## src/rtl/fb_window_reader.sv

```systemverilog
// Purpose: scans a frame one window at a time, fetching each 5-row x 20-bit chunk from the framebuffer and presenting it downstream.
// Latency: 3 cycles per window minimum (ISSUE, RELEASE, OUTPUT) given immediate framebuffer ready edges and win_ready=1.
// Backpressure: win_valid holds the captured window until win_ready; no new framebuffer read is issued during a stall.
module fb_window_reader #(
    parameter int WIDTH   = 640,
    parameter int HEIGHT  = 480,
    parameter int X_STEP  = 1,
    parameter int TIMEOUT = 15
) (
    input  logic        clk,
    input  logic        reset,
    input  logic        start,
    output logic        busy,
    output logic        frame_done,
    output logic        err,
    output logic [9:0]  fb_x_pos,
    output logic [9:0]  fb_y_pos,
    output logic        fb_read,
    input  logic [99:0] fb_data_chunk,
    input  logic        fb_data_ready,
    output logic [99:0] win_data,
    output logic [9:0]  win_x,
    output logic [9:0]  win_y,
    output logic        win_valid,
    input  logic        win_ready,
    output logic        win_last
);

    // Counter only needs to reach TIMEOUT-1; the timeout fires on the edge where it is already there.
    localparam int              CW       = (TIMEOUT < 2) ? 1 : $clog2(TIMEOUT);
    localparam logic [CW-1:0]   CNT_LAST = CW'(TIMEOUT - 1);
    localparam logic [10:0]     WIDTH_11 = 11'(WIDTH);
    localparam logic [10:0]     STEP_11  = 11'(X_STEP);
    localparam logic [9:0]      Y_LAST   = 10'(HEIGHT - 1);

    typedef enum logic [1:0] {
        S_IDLE    = 2'd0,
        S_ISSUE   = 2'd1,
        S_RELEASE = 2'd2,
        S_OUTPUT  = 2'd3
    } state_t;

    state_t          r_state;
    logic [CW-1:0]   r_cnt;
    logic [9:0]      r_x;
    logic [9:0]      r_y;
    logic            r_fb_read;
    logic            r_busy;
    logic            r_frame_done;
    logic            r_err;
    logic            r_win_valid;
    logic            r_win_last;
    logic [9:0]      r_win_x;
    logic [9:0]      r_win_y;
    logic [99:0]     r_win_data;

    // Next column is computed in 11 bits so x+X_STEP can never wrap past WIDTH unnoticed.
    logic [10:0]     w_x_next;
    logic            w_row_end;
    logic            w_last_win;
    logic            w_cnt_exp;

    assign w_x_next   = {1'b0, r_x} + STEP_11;
    assign w_row_end  = (w_x_next >= WIDTH_11);
    assign w_last_win = w_row_end && (r_y == Y_LAST);
    assign w_cnt_exp  = (r_cnt == CNT_LAST);

    assign busy       = r_busy;
    assign frame_done = r_frame_done;
    assign err        = r_err;
    assign fb_x_pos   = r_x;
    assign fb_y_pos   = r_y;
    assign fb_read    = r_fb_read;
    assign win_data   = r_win_data;
    assign win_x      = r_win_x;
    assign win_y      = r_win_y;
    assign win_valid  = r_win_valid;
    assign win_last   = r_win_last;

    // Scan sequencer: all outputs are registered and updated alongside the state transition that implies them.
    always_ff @(posedge clk or negedge reset) begin
        if (!reset) begin
            r_state      <= S_IDLE;
            r_cnt        <= '0;
            r_x          <= '0;
            r_y          <= '0;
            r_fb_read    <= 1'b0;
            r_busy       <= 1'b0;
            r_frame_done <= 1'b0;
            r_err        <= 1'b0;
            r_win_valid  <= 1'b0;
            r_win_last   <= 1'b0;
            r_win_x      <= '0;
            r_win_y      <= '0;
            r_win_data   <= '0;
        end else begin
            r_frame_done <= 1'b0;
            case (r_state)
                S_IDLE: begin
                    if (start) begin
                        r_x       <= '0;
                        r_y       <= '0;
                        r_err     <= 1'b0;
                        r_cnt     <= '0;
                        r_fb_read <= 1'b1;
                        r_busy    <= 1'b1;
                        r_state   <= S_ISSUE;
                    end
                end
                S_ISSUE: begin
                    if (fb_data_ready) begin
                        r_win_data <= fb_data_chunk;
                        r_win_x    <= r_x;
                        r_win_y    <= r_y;
                        r_win_last <= w_last_win;
                        r_fb_read  <= 1'b0;
                        r_cnt      <= '0;
                        r_state    <= S_RELEASE;
                    end else if (w_cnt_exp) begin
                        r_err     <= 1'b1;
                        r_fb_read <= 1'b0;
                        r_busy    <= 1'b0;
                        r_state   <= S_IDLE;
                    end else begin
                        r_cnt <= r_cnt + 1'b1;
                    end
                end
                S_RELEASE: begin
                    if (!fb_data_ready) begin
                        r_win_valid <= 1'b1;
                        r_cnt       <= '0;
                        r_state     <= S_OUTPUT;
                    end else if (w_cnt_exp) begin
                        r_err   <= 1'b1;
                        r_busy  <= 1'b0;
                        r_state <= S_IDLE;
                    end else begin
                        r_cnt <= r_cnt + 1'b1;
                    end
                end
                S_OUTPUT: begin
                    if (win_ready) begin
                        r_win_valid <= 1'b0;
                        r_win_last  <= 1'b0;
                        r_cnt       <= '0;
                        if (w_last_win) begin
                            r_frame_done <= 1'b1;
                            r_busy       <= 1'b0;
                            r_state      <= S_IDLE;
                        end else begin
                            if (w_row_end) begin
                                r_x <= '0;
                                r_y <= r_y + 10'd1;
                            end else begin
                                r_x <= w_x_next[9:0];
                            end
                            r_fb_read <= 1'b1;
                            r_state   <= S_ISSUE;
                        end
                    end
                end
                default: begin
                    r_state <= S_IDLE;
                end
            endcase
        end
    end

endmodule

```

## config.mk

```make
export PLATFORM = sky130hd
export DESIGN_NAME = fb_window_reader
export DESIGN_NICKNAME = d
export VERILOG_FILES = /design/src/rtl/fb_window_reader.sv
export SDC_FILE = /design/constraint.sdc
export NUM_CORES = 1
export LEC_CHECK = 0
export CORE_AREA = 8 8 129 131
export CTS_BUF_LIST = sky130_fd_sc_hd__clkbuf_4
export DETAILED_ROUTE_END_ITERATION = 12
export DIE_AREA = 0 0 137 139
export PLACE_DENSITY = 0.85
export SYNTH_ARGS = -nofsm -noshare
export SYNTH_HDL_FRONTEND = slang
export SYNTH_SLANG_ARGS = --single-unit
```

## constraint.sdc

```tcl
create_clock -name clk -period 3.2 [get_ports clk]
set_clock_uncertainty 0.15 [all_clocks]
set_input_delay 0.64 -clock clk [delete_from_list [all_inputs] [get_ports clk]]
set_output_delay 0.64 -clock clk [all_outputs]
set_load 0.01 [all_outputs]
```

==> out/metrics.yaml, run 1 <==
die_x_um: 137
drt_first_pass_iters: 7
final.setup.tns_ps: 0
die-area_mm2: 0.0190
gr-max-usage-layer: "met2"
drive_gt1_share_pct: 22.8
clk_pin_slew_ps: 140
io_buffers: 250
netlist_instances: 496
drt_iter0_markers: 465
routedWlPerCell_um: 19.0
avgSynthCellArea_um2: 13.2
coreArea_mm2: 0.0148
synthFlopType: "dfrtp_1"
tightest_slew_ps: 809
clock_sinks: 152
cts_setup_buffers: 0
overflow: 0
die-height_um: 139
place_congestion: 0.876
ys_seq_area_share_pct: 58.1
cp_top_family: "simple AND/OR/NAND/NOR gates"
path_class: "reg -> reg"
regArea_mm2: 0.00380
clock_path_buffers: 2
vias: 5119
rsz0062_at_grt: "false"
crit_path_end_kind: "register"
n_antenna_cell: 0
synthesis.nets: 611
yosysWarnings: 0
initial_core_util_pct: 44.3
syn_area_mm2: 0.00654
relSlewSlack_pct: 45.5
synth_edf_count: 0
finalCriticalPeriod_ps: 2780
grt_start_max_net_pins: 75
hold_path_class: "reg -> reg"
fin_crit_sh_pct: 86.9
yosysUniqueCellTypes: 59
numCtsBuffers: 17
hold_viol_final: 0
met3_usage_pct: 7.39
cap_violations: 0
async_flop_share_pct: 100
synth_top_area_share_pct: 58.1
cp_slowest_cell: "dfrtp_1"
outcome: "completed"
nets: 865
met1_usage_pct: 20.2
worst-path-buf-inv: 0
crit_chain: "ha_1, and4_1, nand2_1, nor4_4, o31ai_4, a221oi_2, mux2_1"
clk_latency_ps: 550
finalWirelength_um: 18100
detail-route-antenna-nets: 0
antenna_found_initial: 0
viasPerCell: 5.38
cts_resized: 0
peakVddDrop_mv: 0.522
pin_count: 251
h-tree-depth: 4
synth_top_cell_by_area: "dfrtp_1"
cpPeakStageDelay_ps: 480
final.fill_count: 1085
multiInputGateArea_mm2: 0.00259
finalMaxSlewViolations: 0
hpwl_um: 13700
worstPathArrival_ps: 3050
finalWorstSetupSlack_ps: 420
drc: 0
ys_ff_latch: 152
cts_root_buf: "clkbuf_4"
finalSetupViolations: 0
synth_top_cells_by_area: "dfrtp_1, mux2_2, ha_1"
grt_pass1_vias: 5462
dp_slack_ps: 438
powerDensity_mw_per_mm2: 839
worstPathRequired_ps: 3470
std_cell_rows: 45
grt_pass1_wl_um: 28800
p_leak_nw: 4.08
max_freq_mhz: 360
crit_path_max_fanout: 7
start_kind: "register"
area_growth_pct: 46.7
grtUsageTotal_pct: 19.1
tritoncts: "yes"
use_met2_pct: 33.8
-- report_power, final --
| part | switching [mW] | internal, mW | leakage (nW) | total, mW |
|---|---|---|---|---|
| combinational | 1.52 | 2.15 | 2.02 | 3.68 |
| sequential | 0.423 | 2.64 | 1.89 | 3.06 |
| clock | 0.687 | 0.621 | 0.167 | 1.31 |
| total | 2.63 | 5.41 | 4.08 | 8.05 |
-- cell type report --
cell class / count / share of cell area, %
clock buffers: 18 / 1.41
clock inverters: 14 / 1.88
multi-input cells: 308 / 27.0
well taps: 188 / 2.45
repair buffers: 260 / 27.2
flip-flops and latches: 152 / 39.6
inverters: 11 / 0.430
-- worst register-to-register path: cells and delay by family (launching register included) --
family	cells	cell delay [ps]
multiplexers	1	360
AO/OA/AOI/OAI	2	510
flip-flops	1	480
adder cells (fa/ha/maj)	1	260
AND/OR/NAND/NOR	3	890
-- worst paths after layout --
| check | start | endpoint | slack, ps | depth (start not counted) |
|---|---|---|---|---|
| worst max-delay path | fb_y_pos[0]$_DFFE_PN0P_ | busy$_DFFE_PN0P_ | 420 | 7 |
| worst min-delay path | err$_DFFE_PN0P_ | err$_DFFE_PN0P_ | 360 | 1 |
| worst max register to register | fb_y_pos[0]$_DFFE_PN0P_ | busy$_DFFE_PN0P_ | 420 | 7 |
| worst min register to register | err$_DFFE_PN0P_ | err$_DFFE_PN0P_ | 360 | 1 |
| max in group asynchronous | reset | win_last$_DFFE_PN0P_ | 1620 | 3 |
| min in group asynchronous | reset | win_data[19]$_DFFE_PN0P_ | 470 | 2 |
-- cells by family (layout without fill, tap and decap cells) --
logic type / after synthesis / count (layout) / share of synthesized area [%]
compound gates: 68 / 68 / 7.94
fa+ha+maj: 10 / 10 / 1.91
flops: 152 / 152 / 58.1
buf+inv: 36 / 303 / 2.24
simple gates: 109 / 109 / 8.95
mux: 121 / 121 / 20.8
-- cell usage after synthesis, types with 2 or more instances --
cell	count
and2_1	3
nor2b_1	5
clkbuf_1	19
nor3_1	7
nor4_1	6
o21ai_0	10
and3_1	7
mux2_2	119
or4_1	3
a211o_1	5
dfrtp_1	152
ha_1	10
o31ai_1	3
buf_2	2
a21o_1	7
a21oi_1	9
buf_1	2
inv_1	11
or2_2	2
o21ai_1	3
nand2_1	29
a31oi_1	4
nand3_1	13
a41oi_1	2
o211ai_1	5
nor2_1	13
nand4_1	6
or3_1	5
o311ai_1	3
and4_1	2
-- sequential cells by signal, summed over array words and instances, names as in the netlist, 2 cells and up --
signal    flops
fb_y_pos     10
fb_x_pos     10
win_y        10
win_data    100
r_cnt         4
r_state       2
win_x        10
-- cells in the final DEF (no fill, tap or decap), types with 9 or more instances in the layout --
cell	netlist	layout
mux2_2	119	119
dfrtp_1	152	152
ha_1	10	10
a21oi_1	9	9
o21ai_0	10	10
clkdlybuf4s50_1	0	249
nand2_1	29	29
nand3_1	13	13
clkbuf_4	0	18
nor2_1	13	13
inv_1	11	11
-- metal layers --
metal	vias up	routed length, um
li1	2311	-
met1	2533	6430
met2	243	9590
met3	32	1720
met4	0	318
met5	-	0
-- per-stage QoR --
step	std cells	util (%)	area (um^2)	hold slack, ps	power [mW]
3_5_place_dp	918	62.8	9270	334	6.82
3_3_place_gp	918	62.8	9270	322	6.66
5_1_grt	951	65.0	9600	378	8.50
2_1_floorplan	496	-	6540	194	4.76
6_report	951	65.0	9600	362	8.05
4_1_cts	951	65.0	9600	368	8.15
-- repair_timing --
action / 4_1_cts / 5_1_grt
hold endpoints to repair: 55 / 0
endpoints found under the setup margin: 0 / 0
hold buffers: 1 / 0
(Power assumes the default switching activity.)
==> run 2, diff against run 1 <==
Settings changed: CORE_AREA 8 8 129 131 to 8 8 130 132, DIE_AREA 0 0 137 139 to 0 0 138 140, PLACE_DENSITY 0.85 to 0.84.
==> out/metrics.yaml, run 2 (synthesis gave the netlist of run 1 again) <==
dp.cells: 918  # unchanged
crit_path_end_kind: "register"
powerDensity_mw_per_mm2: 841  # +0.27%
drive_gt1_share_pct: 22.9  # +0.13 points
hpwl_um: 14500  # +5.7%
h-tree-depth: 4  # unchanged
start_kind: "register"
final.fill_count: 1093  # +0.74%
power_frac_comb_pct: 45.9  # +0.2 points
nets: 865  # unchanged
die-height_um: 140  # +0.72%
die-area_mm2: 0.0193  # +1.5%
final.setup.tns_ps: 0  # unchanged
cts_root_buf: "clkbuf_4"
finalMaxSlewViolations: 0  # unchanged
tritoncts: "yes"
antenna_found_initial: 1  # +1
p_sw_share_pct: 33.7  # +1.0 points
peakVddDrop_mv: 0.559  # +7.1%
coreArea_mm2: 0.0149  # +0.76%
rsz0062_at_grt: "false"
max_freq_mhz: 359  # -0.31%
fin_cells: 952  # +0.11%
sequentialPowerShare_pct: 38.0  # about the same
clock_sinks: 152  # unchanged
std_cell_rows: 45  # unchanged
hold_viol_final: 0  # unchanged
initial_core_util_pct: 44.0  # -0.34 points
largest_register_ffs: 100  # unchanged
layout_commonest_cell: "clkdlybuf4s50_1"
place_congestion: 0.894  # +2.1%
grt_start_max_net_pins: 88  # +17%
finalWirelength_um: 18900  # +4.7%
clk_latency_ps: 540  # about the same
cap_violations: 0  # unchanged
path_class: "reg -> reg"
regArea_mm2: 0.00380  # unchanged
routedWlPerCell_um: 19.9  # +4.5%
final_cell_mix: "clkdlybuf4s50_1, dfrtp_1, mux2_2, nand2_1, clkbuf_4"
hold_path_class: "reg -> reg"
clk_pin_slew_ps: 130  # about the same
finalSetupViolations: 0  # unchanged
relSlewSlack_pct: 44.6  # -0.96 points
drc: 0  # unchanged
overflow: 0  # unchanged
io_buffers: 250  # unchanged
crit_path_max_fanout: 11  # +4
grt_pass1_wl_um: 30000  # +4.3%
vias: 5101  # -0.35%
switchingPower_mw: 2.72  # +3.4%
worstPathArrival_ps: 3110  # +60 ps
drt_first_pass_iters: 5  # -2
die_x_um: 138  # +0.73%
finalCriticalPeriod_ps: 2790  # +8.56 ps
drt_iter0_markers: 343  # -26%
fin_crit_sh_pct: 87.1  # +0.27 points
timing.hold.ws_ps: 357  # -5.34 ps
pin_count: 251  # unchanged
worstPathRequired_ps: 3520  # +50 ps
detail-route-antenna-nets: 0  # unchanged
numCtsBuffers: 17  # unchanged
clock_power_share_pct: 16.1  # -0.2 points
multiInputGateArea_mm2: 0.00259  # unchanged
area_growth_pct: 46.8  # about the same
outcome: "completed"
p_leak_nw: 4.07  # -0.24%
clock_path_buffers: 2  # unchanged
grtUsageTotal_pct: 19.3  # +0.22 points
grt_pass1_vias: 5567  # +1.9%
tightest_slew_ps: 824  # +14.3 ps
viasPerCell: 5.36  # -0.46%
internal_power_mw: 5.35  # -1.2%
[run 2: through the flow]
step	worst slack (ps)	total power [mW]	util (%)	instance area, um^2
floorplan	751	4.76	-	6540
global placement	483	6.70	62.4	9270
detailed placement	452	6.86	62.4	9270
CTS	428	8.18	64.6	9600
global route	200	8.50	64.6	9600
finish	412	8.07	64.6	9600
[run 2: layer usage]
layer	GRT usage (%)	share of wire (%)	wire length [um]	vias to the layer above
met2	33.1	51	9720	234
met4	5.95	1.4	262	0
li1	-	-	-	2312
met3	11.0	12	2290	28
met1	19.6	35	6630	2527
met5	0	0	0	-
[run 2: final cells by class]
cell class | count | area share [%]
sequential | 152 | 39.6
antenna | 1 | 0.0261
multi-input combinational | 308 | 27.0
clock inverter | 15 | 1.98
timing repair buffer | 260 | 27.1
clock buffer | 17 | 1.33
tap | 188 | 2.45
inverter | 11 | 0.430
[run 2: final timing paths]
kind                                            endpoint                     from  cells past startpoint  slack, ps
worst max register to register   fb_x_pos[1]$_DFFE_PN0P_  fb_y_pos[1]$_DFFE_PN0P_                      7        410
worst min register to register           err$_DFFE_PN0P_          err$_DFFE_PN0P_                      1        360
worst max-delay path             fb_x_pos[1]$_DFFE_PN0P_  fb_y_pos[1]$_DFFE_PN0P_                      7        410
min in group asynchronous           win_x[4]$_DFFE_PN0P_                    reset                      2        510
worst min-delay path                     err$_DFFE_PN0P_          err$_DFFE_PN0P_                      1        360
max in group asynchronous       win_data[58]$_DFFE_PN0P_                    reset                      3       1480
[run 2: worst max-delay path: stages, from the launching register on]
cell and delay [ps]:
dfrtp_1 450, ha_1 250, and4_1 290, nand2_1 140
nor4_4 480, o31ai_4 220, o21bai_2 480, mux2i_1 250
[run 2: timing repair]
item                      CTS  global route
hold endpoints to repair   69             0
resized for setup           0             0
setup buffers               0             0
hold buffers                1             0
[run 2: power groups by stage]
stage | clock (mW) | combinational [mW] | sequential [mW]
after floorplan | 0 | 1.37 | 3.39
after global placement | 0 | 3.65 | 3.05
after detailed placement | 0 | 3.74 | 3.12
after CTS | 1.34 | 3.76 | 3.08
after global routing | 1.40 | 3.93 | 3.17
final | 1.30 | 3.71 | 3.07
==> run 3, diff against run 2 <==
Settings changed: CORE_AREA 8 8 130 132 to 8 8 95 182, DIE_AREA 0 0 138 140 to 0 0 103 190, PLACE_DENSITY 0.84 to 0.83.
==> out/metrics.yaml, run 3 (synthesis gave the netlist of run 1 again) <==
outcome: "completed"
worstPathRequired_ps: 3510  # about the same
dp.cells: 929  # +1.2%
crit_path_end_kind: "register"
antenna_found_initial: 1  # unchanged
vias: 5165  # +1.3%
layout_commonest_cell: "clkdlybuf4s50_1"
area_growth_pct: 47.5
grt_pass1_wl_um: 30900  # +3.0%
largest_register_ffs: 100  # unchanged
drt_first_pass_iters: 5  # unchanged
grtUsageTotal_pct: 20.9  # +1.5 points
detail-route-antenna-nets: 0  # unchanged
numCtsBuffers: 17  # unchanged
final.fill_count: 1170  # +7.0%
clock_path_buffers: 2  # unchanged
finalCriticalPeriod_ps: 2810  # +17.4 ps
start_kind: "register"
clk_latency_ps: 530  # about the same
drc: 0  # unchanged
cts_root_buf: "clkbuf_4"
worstPathArrival_ps: 3120  # about the same
clk_pin_slew_ps: 130  # about the same
final_cell_mix: "clkdlybuf4s50_1, dfrtp_1, mux2_2, nand2_1, clkbuf_4"
tightest_slew_ps: 735  # -88.4 ps
die-height_um: 190  # +36%
hpwl_um: 15300  # +5.7%
overflow: 0  # unchanged
powerDensity_mw_per_mm2: 843  # +0.29%
die-area_mm2: 0.0196  # +1.3%
coreArea_mm2: 0.0148  # -0.30%
postPlaceCellArea_mm2: 0.00931  # +0.42%
initial_core_util_pct: 44.1  # +0.13 points
grt_pass1_vias: 5797  # +4.1%
path_class: "reg -> reg"
pin_count: 251  # unchanged
cap_violations: 0  # unchanged
post-route-util_pct: 65.1  # +0.50 points
drt_iter0_markers: 124  # -64%
final.setup.tns_ps: 0  # unchanged
finalMaxSlewViolations: 0  # unchanged
place_congestion: 0.865  # -3.2%
viasPerCell: 5.37  # +0.20%
drive_gt1_share_pct: 23.4  # +0.43 points
die_x_um: 103  # -25%
relSlewSlack_pct: 50.5  # +5.9 points
fin_crit_sh_pct: 87.7  # +0.54 points
h-tree-depth: 4  # unchanged
finalWirelength_um: 19800  # +4.6%
cts_setup_buffers: 0  # unchanged
final_area_mm2: 0.00965  # +0.47%
rsz0062_at_grt: "false"
clock_sinks: 152  # unchanged
max_freq_mhz: 356  # -0.62%
nets: 869  # +0.46%
fin_cells: 962  # +1.1%
std_cell_rows: 63  # +40%
finalSetupViolations: 0  # unchanged
crit_path_max_fanout: 11  # unchanged
hold_viol_final: 0  # unchanged
tritoncts: "yes"
peakVddDrop_mv: 0.658  # +18%
p_leak_nw: 4.10  # +0.73%
routedWlPerCell_um: 20.6  # +3.5%
hold_path_class: "reg -> reg"
grt_start_max_net_pins: 68  # -23%
io_buffers: 250  # unchanged
power.total_mw: 8.13  # +0.76%
==> run 3: cell count changes in the layout (fill, tap and decap cells not counted), sizes merged <==
cell,previous run,this run
inv,17,12
buf,10,14
clkbuf,17,20
bufinv,3,4
clkinv,2,3
clkinvlp,4,3
==> run 3: power breakdown <==
part | switching (mW) | internal, mW | total [mW]
combinational | 1.58 | 2.16 | 3.74
clock | 0.685 | 0.645 | 1.33
sequential | 0.423 | 2.64 | 3.06
total | 2.69 | 5.45 | 8.13
==> run 3: final timing paths <==
check	from	to	slack, ps	depth (start not counted)
min reg2reg	win_y[8]$_DFFE_PN0P_	win_y[8]$_DFFE_PN0P_	370	1
max in group asynchronous	reset	win_data[55]$_DFFE_PN0P_	1630	3
max	fb_y_pos[0]$_DFFE_PN0P_	fb_x_pos[1]$_DFFE_PN0P_	390	7
min	win_y[8]$_DFFE_PN0P_	win_y[8]$_DFFE_PN0P_	370	1
max reg2reg	fb_y_pos[0]$_DFFE_PN0P_	fb_x_pos[1]$_DFFE_PN0P_	390	7
min in group asynchronous	reset	win_data[42]$_DFFE_PN0P_	510	2
==> run 3: cell type report <==
type                       count  area [um^2]  share of cell area, %
clock inverter                11          174                   1.80
antenna                        1         2.50                 0.0259
inverter                      11         41.3                  0.428
tap                          195          244                   2.53
multi-input combinational    308         2590                   26.9
sequential                   152         3800                   39.4
timing repair buffer         264         2640                   27.3
clock buffer                  20          150                   1.56
==> run 3: timing repair <==
item,4_1_cts,5_1_grt
hold endpoints to repair,63,0
hold buffers,1,0
resized for setup,0,0
==> run 3: metal layers <==
layer	vias to the layer above	routed length, um	GRT usage [%]
met3	44	1420	6.19
met1	2585	6220	19.0
met5	-	0	0
met4	0	692	11.2
met2	217	11400	39.0
li1	2319	-	-
==> run 3: critical path, stage by stage (launching register included) <==
cell	delay, ps
dfrtp_1	490
ha_1	280
and4_1	320
nand2_1	150
nor4_4	420
o31ai_4	210
o21bai_2	470
mux2i_1	240
==> run 3: per-stage QoR <==
stage	worst slack [ps]	hold WS, ps
3_3_place_gp	506	320
5_1_grt	218	375
3_5_place_dp	453	342
6_report	395	367
4_1_cts	434	371
2_1_floorplan	751	194
==> RTL edit (flow settings as in run 1) <==
`TIMEOUT`: 15 -> 17.
--- a/src/rtl/fb_window_reader.sv
+++ b/src/rtl/fb_window_reader.sv
@@ -7,3 +7,3 @@
     parameter int X_STEP  = 1,
-    parameter int TIMEOUT = 15
+    parameter int TIMEOUT = 17
 ) (
Formal check against the unedited RTL: same outputs for any inputs over 4 cycles, from zero or initial values and one cycle with reset low; that may be too few to reach the edited logic, so the function may still have changed.
==> RTL edit against run 1 <==
Hold slack got worse by 0.014 ns; sequential cell count increased by 1; cell area decreased by 1.6%; area after synthesis decreased by 2.4%; wire length decreased by 4.0%; clock power decreased by 8%; worst setup slack got worse by 0.064 ns; total power decreased by 1.8%; cell count decreased by 1.3%; critical path type unchanged; largest cell class unchanged.
==> RTL edit: results (changes against run 1) <==
metric;value;unit;change
yosysWarnings;0;;unchanged
clkTransAtPathRegs;0.12;ns;-0.02 ns
worstHoldStart;win_x[3];;
grt_pass1_vias;5311;;-2.8%
r2r_slack;0.36;ns;-0.06 ns
largest_reg_flops;100;;unchanged
gp_congestion;0.892;;+1.8%
hold_path.class;reg -> reg;;
synth_cell_types;53;;-10%
path_class;reg -> reg;;
place_area;0.00914;mm²;-1.4%
synthXorXnorAreaFrac;0;%;unchanged
grt_max_degree;64;;-15%
p_leak;4.00;nW;-1.9%
synth_mux_area_share;20.9;%;+0.13 points
port_buffers;250;;unchanged
worst_r2r_endpoint;fb_y_pos[8];;
vias;4905;;-4.2%
clk_latency;0.55;ns;about the same
h-tree-depth;4;;unchanged
r2r_cells;7;;unchanged
peakVddDrop;0.000504;V;-3.4%
async_flop_share;100;%;unchanged
synth_compound_area_share;7.21;%;-0.72 points
cts_buffer_depth;2;;unchanged
yosysSeqAreaShare;60.0;%;+1.8 points
status;completed;;
p_switching;2.57;mW;-2.3%
nFillCells;1119;;+3.1%
drive_gt1_share;22.0;%;-0.83 points
cts_made_buffers;17;;unchanged
clockRootBuffer;clkbuf_4;;
dp_hpwl;13300;µm;-3.2%
routed_wl;17300;µm;-4.0%
cts_resized;0;;unchanged
first_pass_iters;4;;-3
ys_top_cells_by_area;dfrtp_1 (60%), mux2_2 (20%), ha_1 (2.0%), nand2_1 (1.8%), o21ai_0 (1.5%);;
fin_nets;853;;-1.4%
grt.total_usage;18.9;%;-0.25 points
startpoint;fb_x_pos[0];;
arrival;3.16;ns;+0.11 ns
diodes;0;;unchanged
netlist_top_cells_count;dfrtp_1 (153), mux2_2 (116), nand2_1 (31);;
synth_nets;594;;-2.8%
grt_pass1_wl;28500;µm;-1.2%
synthAdderAreaFrac;1.96;%;+0.048 points
relSlewSlack;53.6;%;+8.1 points
first_iter_violations;349;;-25%
worst-path-max-fanout;12;;+5
-- RTL edit: cell count changes in the layout (fill, tap and decap cells not counted), sizes merged, moves of 5 or more --
cell   delta
nor3      -5
nor4      -6
o21ai     +9
a211o     -5
o31ai     +6
a21o      -5
-- RTL edit: how the worst min path moves through the flow --
stage	endpoint	slack, ns	cells past startpoint
final	win_x[3]	0.35	2
after global routing	win_data[51]	0.39	1
after CTS	win_x[3]	0.36	2
after detailed placement	win_x[3]	0.33	2
after global placement	win_x[3]	0.31	2
after floorplan	busy	0.19	0
-- RTL edit: layout make-up --
class	count	area share, %
flip-flops and latches	153	40.5
repair buffers	258	27.6
multi-input cells	293	25.7
clock inverters	14	1.66
inverters	15	0.596
clock buffers	18	1.43
well taps	188	2.49
-- RTL edit: kinds of logic (layout without fill, tap and decap cells) --
logic type,Yosys count,after routing
and+or+nand+nor,97,97
adders and majority gates,10,10
buffers and inverters,33,305
DFF,153,153
AOI/OAI and AO/OA,67,67
muxes,119,119
-- RTL edit: layer usage --
layer  vias up  wire length, µm  GRT usage [%]
met5         -                0              0
met4         0              296           6.64
met3        23             1710           8.51
met2       180             9020           31.3
met1      2452             6300           20.8
li1       2250                -              -
-- RTL edit: power by group through the flow --
| stage | clock (mW) | combinational, mW | sequential, mW |
|---|---|---|---|
| 2_1_floorplan | 0 | 1.34 | 3.36 |
| 4_1_cts | 1.27 | 3.70 | 3.04 |
| 5_1_grt | 1.35 | 3.90 | 3.13 |
| 3_5_place_dp | 0 | 3.68 | 3.08 |
| 3_3_place_gp | 0 | 3.59 | 3.02 |
| 6_report | 1.21 | 3.65 | 3.04 |
-- RTL edit: repair_timing --
item                                   CTS  global route
buffers inserted                         0             0
endpoints found under the hold margin   60             0
hold buffers                             1             0
-- RTL edit: through the flow --
step / cells / total power [mW] / setup slack (ns) / utilization, %
after floorplan: 479 / 4.70 / 0.704 / -
after global placement: 906 / 6.60 / 0.478 / 62.0
after detailed placement: 906 / 6.76 / 0.351 / 62.0
after CTS: 939 / 8.02 / 0.406 / 64.0
after global routing: 939 / 8.38 / 0.202 / 64.0
final: 939 / 7.90 / 0.357 / 64.0
-- RTL edit: worst max-delay path, stage by stage, from the launching register on --
cell	delay (ns)
dfrtp_1	0.47
ha_1	0.27
and3_1	0.21
or4_4	0.53
o31ai_1	0.15
nand3_1	0.44
nor3_1	0.34
mux2i_1	0.21
